$ cat config.mk
export PLATFORM = sky130hd
export DESIGN_NAME = ahb_lite_gpio
export DESIGN_NICKNAME = d
export VERILOG_FILES = /design/src/rtl/gpio_pkg.sv /design/src/rtl/gpio_debounce.sv /design/src/rtl/ahb_lite_gpio.sv
export SDC_FILE = /design/constraint.sdc
export NUM_CORES = 1
export LEC_CHECK = 0
export ABC_CLOCK_PERIOD_IN_PS = 1900
export CAP_MARGIN = 30
export CORE_AREA = 8 8 147 149
export CTS_CLUSTER_DIAMETER = 80
export DETAILED_ROUTE_END_ITERATION = 10
export DIE_AREA = 0 0 155 157
export PLACE_DENSITY = 0.63
export SETUP_SLACK_MARGIN = 0.02
export SYNTH_ARGS = -nofsm -noshare
export SYNTH_HDL_FRONTEND = slang
export SYNTH_SLANG_ARGS = --single-unit
$ cat constraint.sdc
create_clock -name HCLK -period 1.9 [get_ports HCLK]
set_input_delay 0.285 -clock HCLK [delete_from_list [all_inputs] [get_ports HCLK]]
set_output_delay 0.285 -clock HCLK [all_outputs]
set_load 0.005 [all_outputs]
$ cat src/rtl/gpio_pkg.sv
// Shared definitions for the AHB-Lite GPIO responder: register offsets,
// response state encoding and board I/O counts.
package gpio_pkg;

  localparam int NUM_BTN = 5;
  localparam int NUM_LED = 4;

  localparam logic [2:0] OFS_ID        = 3'd0;
  localparam logic [2:0] OFS_CLK_FREQ  = 3'd1;
  localparam logic [2:0] OFS_LED       = 3'd2;
  localparam logic [2:0] OFS_BTN_STATE = 3'd3;
  localparam logic [2:0] OFS_BTN_EDGE  = 3'd4;
  localparam logic [2:0] OFS_IE        = 3'd5;

  typedef enum logic [1:0] {
    IDLE = 2'd0,
    ERR1 = 2'd1,
    ERR2 = 2'd2
  } resp_state_t;

  // Word offsets 0x18 and 0x1C are holes in the map and answer with ERROR.
  function automatic logic ofs_mapped(input logic [2:0] ofs);
    return (ofs <= OFS_IE);
  endfunction

endpackage

$ cat src/rtl/gpio_debounce.sv
// One button: 2-flop synchronizer, optional inversion, stability counter and
// accepted state. rise is high in the cycle whose edge accepts a new press.
module gpio_debounce #(
  parameter int DEBOUNCE_CYCLES = 270_000,
  parameter bit BTN_ACTIVE_LOW  = 1'b1
) (
  input  logic clk,
  input  logic rst_n,
  input  logic btn,
  output logic state,
  output logic rise
);

  localparam int              CNT_W    = $clog2(DEBOUNCE_CYCLES);
  localparam logic [CNT_W-1:0] CNT_LAST = CNT_W'(DEBOUNCE_CYCLES - 1);
  localparam logic [CNT_W-1:0] CNT_ONE  = CNT_W'(1);

  logic [1:0]       sync_r;
  logic [CNT_W-1:0] cnt_r;
  logic             state_r;
  logic             level_s;
  logic             settle_s;

  // Metastability guard for the raw pin.
  always_ff @(posedge clk or negedge rst_n) begin
    if (!rst_n) begin
      sync_r <= 2'b00;
    end else begin
      sync_r <= {sync_r[0], btn};
    end
  end

  assign level_s  = BTN_ACTIVE_LOW ? ~sync_r[1] : sync_r[1];
  assign settle_s = (level_s != state_r) && (cnt_r == CNT_LAST);

  // Any agreement with the accepted state restarts the stability count.
  always_ff @(posedge clk or negedge rst_n) begin
    if (!rst_n) begin
      cnt_r   <= {CNT_W{1'b0}};
      state_r <= 1'b0;
    end else if (level_s == state_r) begin
      cnt_r   <= {CNT_W{1'b0}};
    end else if (settle_s) begin
      cnt_r   <= {CNT_W{1'b0}};
      state_r <= level_s;
    end else begin
      cnt_r   <= cnt_r + CNT_ONE;
    end
  end

  assign state = state_r;
  assign rise  = settle_s & level_s;

endmodule

$ cat src/rtl/ahb_lite_gpio.sv
// AHB-Lite responder exposing LEDs, debounced buttons with edge capture and
// interrupt, plus read-only ID and core-clock frequency registers.
module ahb_lite_gpio
  import gpio_pkg::*;
#(
  parameter logic [31:0] CLK_FREQ        = 32'd27_000_000,
  parameter logic [31:0] GPIO_ID         = 32'h4750_0001,
  parameter int          DEBOUNCE_CYCLES = 270_000,
  parameter bit          BTN_ACTIVE_LOW  = 1'b1,
  parameter bit          LED_ACTIVE_LOW  = 1'b1
) (
  input  logic                HCLK,
  input  logic                HRESETn,
  input  logic                HSEL,
  input  logic [31:0]         HADDR,
  input  logic [1:0]          HTRANS,
  input  logic                HWRITE,
  input  logic [2:0]          HSIZE,
  input  logic [31:0]         HWDATA,
  input  logic                HREADY,
  output logic                HREADYOUT,
  output logic [31:0]         HRDATA,
  output logic                HRESP,
  input  logic [NUM_BTN-1:0]  BTN,
  output logic [NUM_LED-1:0]  LED,
  output logic                IRQ
);

  logic               accept_s;
  logic               dp_valid_r;
  logic               dp_write_r;
  logic               dp_lane0_r;
  logic [2:0]         dp_ofs_r;
  logic               wr_en_s;
  logic [NUM_BTN-1:0] w1c_s;
  resp_state_t        state_r;
  logic               hreadyout_r;
  logic               hresp_r;
  logic [NUM_LED-1:0] led_r;
  logic [NUM_BTN-1:0] btn_ie_r;
  logic [NUM_BTN-1:0] btn_edge_r;
  logic [NUM_BTN-1:0] btn_state_s;
  logic [NUM_BTN-1:0] btn_rise_s;
  logic               irq_r;
  logic [31:0]        rdata_s;
  logic               unused_s;

  assign accept_s = HSEL & HTRANS[1] & HREADY;
  assign unused_s = &{1'b0, HADDR[31:5], HTRANS[0], HSIZE, HWDATA[31:NUM_BTN]};

  for (genvar i = 0; i < NUM_BTN; i++) begin : g_btn
    gpio_debounce #(
      .DEBOUNCE_CYCLES (DEBOUNCE_CYCLES),
      .BTN_ACTIVE_LOW  (BTN_ACTIVE_LOW)
    ) u_debounce (
      .clk   (HCLK),
      .rst_n (HRESETn),
      .btn   (BTN[i]),
      .state (btn_state_s[i]),
      .rise  (btn_rise_s[i])
    );
  end

  // Address-phase capture; the data phase is the following cycle.
  always_ff @(posedge HCLK or negedge HRESETn) begin
    if (!HRESETn) begin
      dp_valid_r <= 1'b0;
      dp_write_r <= 1'b0;
      dp_lane0_r <= 1'b0;
      dp_ofs_r   <= 3'd0;
    end else begin
      dp_valid_r <= accept_s;
      if (accept_s) begin
        dp_write_r <= HWRITE;
        dp_lane0_r <= (HADDR[1:0] == 2'b00);
        dp_ofs_r   <= HADDR[4:2];
      end
    end
  end

  // Response FSM: an unmapped access gets the two-cycle AHB ERROR sequence.
  always_ff @(posedge HCLK or negedge HRESETn) begin
    if (!HRESETn) begin
      state_r     <= IDLE;
      hreadyout_r <= 1'b1;
      hresp_r     <= 1'b0;
    end else begin
      case (state_r)
        IDLE, ERR2: begin
          if (accept_s && !ofs_mapped(HADDR[4:2])) begin
            state_r     <= ERR1;
            hreadyout_r <= 1'b0;
            hresp_r     <= 1'b1;
          end else begin
            state_r     <= IDLE;
            hreadyout_r <= 1'b1;
            hresp_r     <= 1'b0;
          end
        end
        ERR1: begin
          state_r     <= ERR2;
          hreadyout_r <= 1'b1;
          hresp_r     <= 1'b1;
        end
        default: begin
          state_r     <= IDLE;
          hreadyout_r <= 1'b1;
          hresp_r     <= 1'b0;
        end
      endcase
    end
  end

  assign wr_en_s = dp_valid_r & dp_write_r & dp_lane0_r;
  assign w1c_s   = (wr_en_s && (dp_ofs_r == OFS_BTN_EDGE)) ? HWDATA[NUM_BTN-1:0]
                                                           : {NUM_BTN{1'b0}};

  // Register file; a fresh press outranks a simultaneous clear.
  always_ff @(posedge HCLK or negedge HRESETn) begin
    if (!HRESETn) begin
      led_r      <= {NUM_LED{1'b0}};
      btn_ie_r   <= {NUM_BTN{1'b0}};
      btn_edge_r <= {NUM_BTN{1'b0}};
      irq_r      <= 1'b0;
    end else begin
      irq_r      <= |(btn_edge_r & btn_ie_r);
      btn_edge_r <= (btn_edge_r & ~w1c_s) | btn_rise_s;
      if (wr_en_s && (dp_ofs_r == OFS_LED)) begin
        led_r <= HWDATA[NUM_LED-1:0];
      end
      if (wr_en_s && (dp_ofs_r == OFS_IE)) begin
        btn_ie_r <= HWDATA[NUM_BTN-1:0];
      end
    end
  end

  // Read mux, live from the registers so a write is visible to the next read.
  always_comb begin
    rdata_s = 32'd0;
    if (dp_valid_r && !dp_write_r) begin
      case (dp_ofs_r)
        OFS_ID:        rdata_s = GPIO_ID;
        OFS_CLK_FREQ:  rdata_s = CLK_FREQ;
        OFS_LED:       rdata_s = {{(32-NUM_LED){1'b0}}, led_r};
        OFS_BTN_STATE: rdata_s = {{(32-NUM_BTN){1'b0}}, btn_state_s};
        OFS_BTN_EDGE:  rdata_s = {{(32-NUM_BTN){1'b0}}, btn_edge_r};
        OFS_IE:        rdata_s = {{(32-NUM_BTN){1'b0}}, btn_ie_r};
        default:       rdata_s = 32'd0;
      endcase
    end else begin
      rdata_s = 32'd0;
    end
  end

  assign HREADYOUT = hreadyout_r;
  assign HRESP     = hresp_r;
  assign HRDATA    = rdata_s;
  assign LED       = LED_ACTIVE_LOW ? ~led_r : led_r;
  assign IRQ       = irq_r;

endmodule

* Yosys cells after proc, flatten, opt, wreduce, memory -nomap -nowiden *
Index checks and enable logic that the tools add are counted.

storage, ports and cells
  flip-flop bits (word level) = 135
  bits of input ports = 79
  output and inout bits = 39
  word-level logic and storage cells = 119

cells by class
  $add $sub $neg = 5
  $lt $le $gt $ge = 1
  eq/ne operators = 22
  multiplexer cells = 19
  bitwise gates (word level) = 24
  reduce and logical (&&, ||, !) cells = 22

operators by type and width
  kind                                                   number
  two-way mux 19 bit                                     10
  case mux 31 bit (6 select lines)                       1
  adder 19 x 1 -> 19 bit, second input constant          5
  equality test 19 bit, second input constant            5
  two-way mux 32 bit                                     1
  AND 5 bit                                              2
  logical AND 1 bit                                      10
  inverter 1 bit                                         10
  AND reduction 2 bit                                    5
  AND 1 bit                                              9
  equality test 3 x 2 -> 1 bit, second input constant    2
  equality test 3 bit, second input constant             2
  equality test 1 bit                                    5
  two-way mux 5 bit                                      1
  inequality test 1 bit                                  5
  inverter 5 bit                                         1
  bitwise OR 5 bit                                       1
  OR reduction 5 bit                                     1
  logical NOT 2 bit                                      2
  two-way mux 1 bit                                      4
  inverter 4 bit                                         1
  case mux 2 bit (2 select lines)                        1
  equality test 3 x 1 -> 1 bit, second input constant    1
  less-or-equal comparator 3 bit, second input constant  1
  other kinds (6)                                        7

* Logic depth before layout (Yosys ltp) *
  depth in word-level cells = 7
  mapped depth = 7
  mapped depth without buffers = 5

* By module *
From an unflattened synthesis, not the netlist that was laid out.

second synthesis, totals
  cell total of the unflattened synthesis = 669
  area total of the unflattened synthesis = 6994.2 µm²

by module, submodules not included
  module                                    instances  cells an instance  area an instance (µm²)  sequential area each (µm²)
  gpio_debounce at g_btn[1].u_debounce ...  4          107                1114.8                  550.5
  ahb_lite_gpio                             1          135                1438.9                  626.9
  gpio_debounce at g_btn[0].u_debounce      1          106                1096.1                  550.5

* Least setup slack after synthesis *
No wires, ideal clock.

  kind = register to output
  start point = register dp_ofs_r[0]
  end point = output port HRDATA[10]
  arrival time = 1.903 ns
  required time = 1.615 ns
  slack = -0.288 ns
  cell stages (with the launch flop) = 5
  path buffers = 2
  cell sequence = dfrtp_1 > clkbuf_1 > inv_1 > nor4_1 > buf_4

on the way
  word-level cells in the longest chain between the ends = 3
  elaborated cells on any way between the ends = 8
  those cells by class = eq/ne: 5; mux: 2; reduce/logical: 1

ends and longest elaborated chain
  element                                            line                  RTL
  start: declaration                                 ahb_lite_gpio.sv:33   logic [2:0] dp_ofs_r;
  start signal: assignment                           ahb_lite_gpio.sv:76   dp_ofs_r <= HADDR[4:2];
  equality test 3 bit, or another cell as far along  ahb_lite_gpio.sv:141  case (dp_ofs_r)
  case mux 31 bit (6 select lines) (*)               ahb_lite_gpio.sv:141
  two-way mux 32 bit (*)                             ahb_lite_gpio.sv:140  if (dp_valid_r && !dp_write_r) begin
  end: declaration                                   ahb_lite_gpio.sv:22   output logic [31:0] HRDATA,

Mark *: on every way between the ends. The rest lies on a longest branch, timed or not.

* Worst setup path in the final report *
  start point = register dp_write_r
  end point = output port HRDATA[23]

on the way
  word-level cells in the longest chain between the ends = 3

ends and longest elaborated chain
  element                   line                  RTL
  start: declaration        ahb_lite_gpio.sv:31   logic dp_write_r;
  start signal: assignment  ahb_lite_gpio.sv:68   dp_write_r <= 1'b0;
  start signal: assignment  ahb_lite_gpio.sv:74   dp_write_r <= HWRITE;
  logical NOT 1 bit         ahb_lite_gpio.sv:140
  logical AND 1 bit         ahb_lite_gpio.sv:140
  two-way mux 32 bit        ahb_lite_gpio.sv:140

No other way between the ends.

==> flow_metrics.py <==
metrics = {
    "routing": {
        "drt_iter0_drc": 212,
        "antenna_left": 0,
        "vias": 4968,
        "drt-total-wl_um": 14300,
        "drtPass1Iterations": 4,
        "wl_per_cell_um": 13.9,
        "drc": 0,
        "viasPerCell": 4.83,
    },
    "logic_synthesis": {
        "syn_area_per_cell_um2": 9.96,
        "synth_edf_count": 0,
        "ys.flop_type": "dfrtp_1",
        "ys.warnings.count": 0,
        "syn_area_mm2": 0.00659,
        "yosysSeqAreaShare_pct": 51.3,
        "async_reset_ff_share_pct": 100,
        "synth_cells": 661,
        "synth_seq_cells": 135,
        "yosys.cell_types.count": 51,
    },
    "die": {
        "die-area_mm2": 0.0243,
        "fp-row-count": 51,
        "core_area_mm2": 0.0192,
        "io_pins": 118,
        "initial_utilization_pct": 34.3,
        "die_h_um": 157,
        "die-width_um": 155,
    },
    "clock_network": {
        "cts_buffer_depth": 2,
        "clkTransAtPathRegs_ns": 0.06,
        "cts_buffers": 17,
        "numClockSinks": 135,
        "cts_root_buf": "clkbuf_16",
        "cts_tree": "built",
        "htree_levels": 4,
        "insertion_delay_ns": 0.42,
    },
    "finish": {
        "syn_to_final_growth_pct": 28.3,
        "nets": 835,
        "regArea_mm2": 0.00338,
        "antennaDiodeCount": 0,
        "multi_input_area_mm2": 0.00300,
        "drive_above_1_share_pct": 19.1,
        "final_util_pct": 44.0,
        "fillCellCount": 1787,
    },
    "pwr": {
        "p_clk_share_pct": 47.4,
        "p_switching_mw": 1.65,
        "ir_drop_v": 0.000838,
        "combPwrFrac_pct": 9.5,
        "p_per_area_mw_per_mm2": 832,
        "power.internal_mw": 5.38,
        "switching_share_pct": 23.5,
        "leakagePower_nw": 3.57,
        "sequentialPowerShare_pct": 43.1,
    },
    "timing": {
        "finClkSkew_ns": 0.00720,
        "fin_crit_sh_pct": 105,
        "finalSetupTns_ns": -1.08,
        "fmax_mhz": 499,
        "worst_slew_pin_slew_ns": 0.498,
        "fin_crit_ns": 2.00,
        "slew_viol_final": 0,
        "slew_headroom_pct": 66.5,
        "rsz0062_at_grt": "true",
        "hold_slack_ns": 0.297,
        "worst_slack_ns": -0.103,
        "final-setup-viol-count": 34,
        "finalHoldViolations": 0,
    },
    "worst_setup_path": {
        "crit_arrival_ns": 1.72,
        "path_cells": "nand2b_4 > nor4_4 > buf_4 > buf_8 > buf_6 > buf_6",
        "cp.required_ns": 1.62,
        "slowest_delay_ns": 0.38,
        "crit_type": "register to primary output",
        "cp-end-kind": "primary output",
        "cpMostUsedCell": "buf_6",
        "cp-start-kind": "register",
        "path_max_fanout": 5,
        "critical-path-slowest-cell": "dfrtp_1",
    },
    "global_routing": {
        "antenna_found_initial": 0,
        "grt_usage_pct": 12.3,
        "grt_start_max_net_pins": 52,
        "grt_pass1_vias": 4997,
        "grt_pass1_wl_um": 24200,
        "grt-ovfl-total": 0,
    },
    "min_path": {
        "hp-class": "input port to register",
    },
    "placement": {
        "dp_hpwl_um": 9570,
        "port_buffers": 50,
        "place_congestion": 0.784,
    },
    "run_status": {
        "violations": "negative setup slack",
        "status": "finished with violations",
    },
    "run": {
        "maxCapViolations": 0,
    },
}
[state kept, by name, indices dropped and copies added, names as in the netlist, 2 cells and up]
name and cells:
g_btn.u_debounce.state 5, led_r 4, btn_edge_r 5, btn_ie_r 5
g_btn.u_debounce.sync_r 10, state_r 2, g_btn.u_debounce.cnt_r 95, dp_ofs_r 3
[logic make-up after synthesis]
| kind of cell | after synthesis | synth area share, % |
|---|---|---|
| buffers and inverters | 69 | 5.47 |
| XOR/XNOR | 74 | 9.84 |
| flip-flops | 135 | 51.3 |
| other | 1 | 0.0569 |
| adder cells (fa/ha/maj) | 5 | 0.950 |
| multiplexers | 20 | 3.21 |
| AO/OA/AOI/OAI | 60 | 5.91 |
| AND/OR/NAND/NOR | 297 | 23.3 |
[metal layers]
layer  track usage [%]  vias to the layer above  wire [um]
met5                 0                        -          0
met4              4.71                        0        249
met3              4.00                       16        742
met2              19.1                       87       6560
met1              15.8                     2412       6720
li1                  -                     2453          -
[power by group through the flow]
stage | combinational, mW | sequential, mW | clock (mW)
2_1_floorplan | 0.271 | 3.05 | 0
3_3_place_gp | 0.527 | 3.07 | 0
3_5_place_dp | 0.531 | 3.07 | 0
4_1_cts | 0.678 | 3.03 | 3.41
5_1_grt | 0.734 | 3.04 | 3.55
6_report | 0.667 | 3.03 | 3.34
[cell usage after synthesis (2+ instances only)]
master | number | area, um^2
a21o_1 | 4 | 30.0
a21oi_1 | 14 | 70.1
and2_1 | 2 | 12.5
and3_1 | 10 | 62.6
and4_1 | 13 | 114
buf_4 | 25 | 188
clkbuf_1 | 15 | 56.3
dfrtp_1 | 134 | 3350
ha_1 | 5 | 62.6
inv_1 | 27 | 101
mux2_2 | 9 | 101
mux2i_1 | 11 | 110
nand2_1 | 34 | 128
nand2b_1 | 5 | 31.3
nand3_1 | 37 | 185
nand4_1 | 29 | 181
nor2_1 | 97 | 364
nor2b_1 | 3 | 18.8
nor3_1 | 17 | 85.1
nor3b_1 | 2 | 15.0
nor4_1 | 18 | 113
nor4b_1 | 5 | 43.8
nor4bb_1 | 2 | 20.0
o21ai_0 | 22 | 110
o21ai_1 | 2 | 10.0
o22a_1 | 3 | 26.3
o31ai_1 | 3 | 22.5
or3_1 | 17 | 106
or4_1 | 2 | 15.0
xnor2_1 | 42 | 368
xor2_1 | 32 | 280
[worst paths after layout]
path / startpoint / end / slack (ns) / cells past startpoint
worst max-delay path: dp_write_r / HRDATA[23] / -0.10 / 6
worst min-delay path: BTN[0] / g_btn[0].u_debounce.sync_r[0] / 0.30 / 1
worst max register to register: g_btn[2].u_debounce.cnt_r[4] / g_btn[2].u_debounce.cnt_r[4] / -0.02 / 5
worst min register to register: g_btn[1].u_debounce.sync_r[0] / g_btn[1].u_debounce.sync_r[1] / 0.35 / 0
max in group asynchronous: HRESETn / g_btn[3].u_debounce.cnt_r[13] / 0.94 / 3
min in group asynchronous: HRESETn / g_btn[0].u_debounce.cnt_r[9] / 0.35 / 2
[worst max-delay path: cells and delay by family, from the launching register on]
family	cells	cell delay, ns
buf+inv	4	0.50
simple gates	2	0.42
flops	1	0.38
[what timing repair did]
action	in CTS	in global routing
setup endpoints to repair	41	48
hold endpoints to repair	39	0
hold buffers	1	0
gates cloned	2	0
resized for setup	136	14
buffers inserted	13	4
pin swaps	9	7
[metrics by stage]
stage               cell area [um^2]  cells  setup slack (ns)  total power, mW
floorplan                       6630    669         -0.000535             3.32
global route                    8450   1029            -0.198             7.32
detailed placement              7560    981           -0.0281             3.61
finish                          8450   1029            -0.103             7.03
global placement                7560    981           -0.0247             3.60
CTS                             8440   1029            -0.162             7.12
[cells in the final DEF, fill, tap and decap left out, types with 11 or more instances in the layout]
cell type	instances
xor2_1	32
a21oi_1	14
mux2i_1	11
or3_1	17
nor4_1	14
nor3_1	15
nor2_1	94
dfrtp_1	133
buf_6	24
inv_1	25
clkbuf_16	17
xnor2_1	42
nand3_1	36
nand2_1	34
clkdlybuf4s50_1	26
buf_4	35
o21ai_0	20
and4_1	13
nand4_1	29
[final cells by class]
class | count | area share, %
multi-input combinational | 465 | 35.5
clock buffer | 18 | 5.08
inverter | 27 | 1.20
sequential | 135 | 40.0
timing repair buffer | 105 | 12.3
tap | 265 | 3.92
clock inverter | 14 | 2.04
Note: power is estimated with default switching activity, not from simulation.
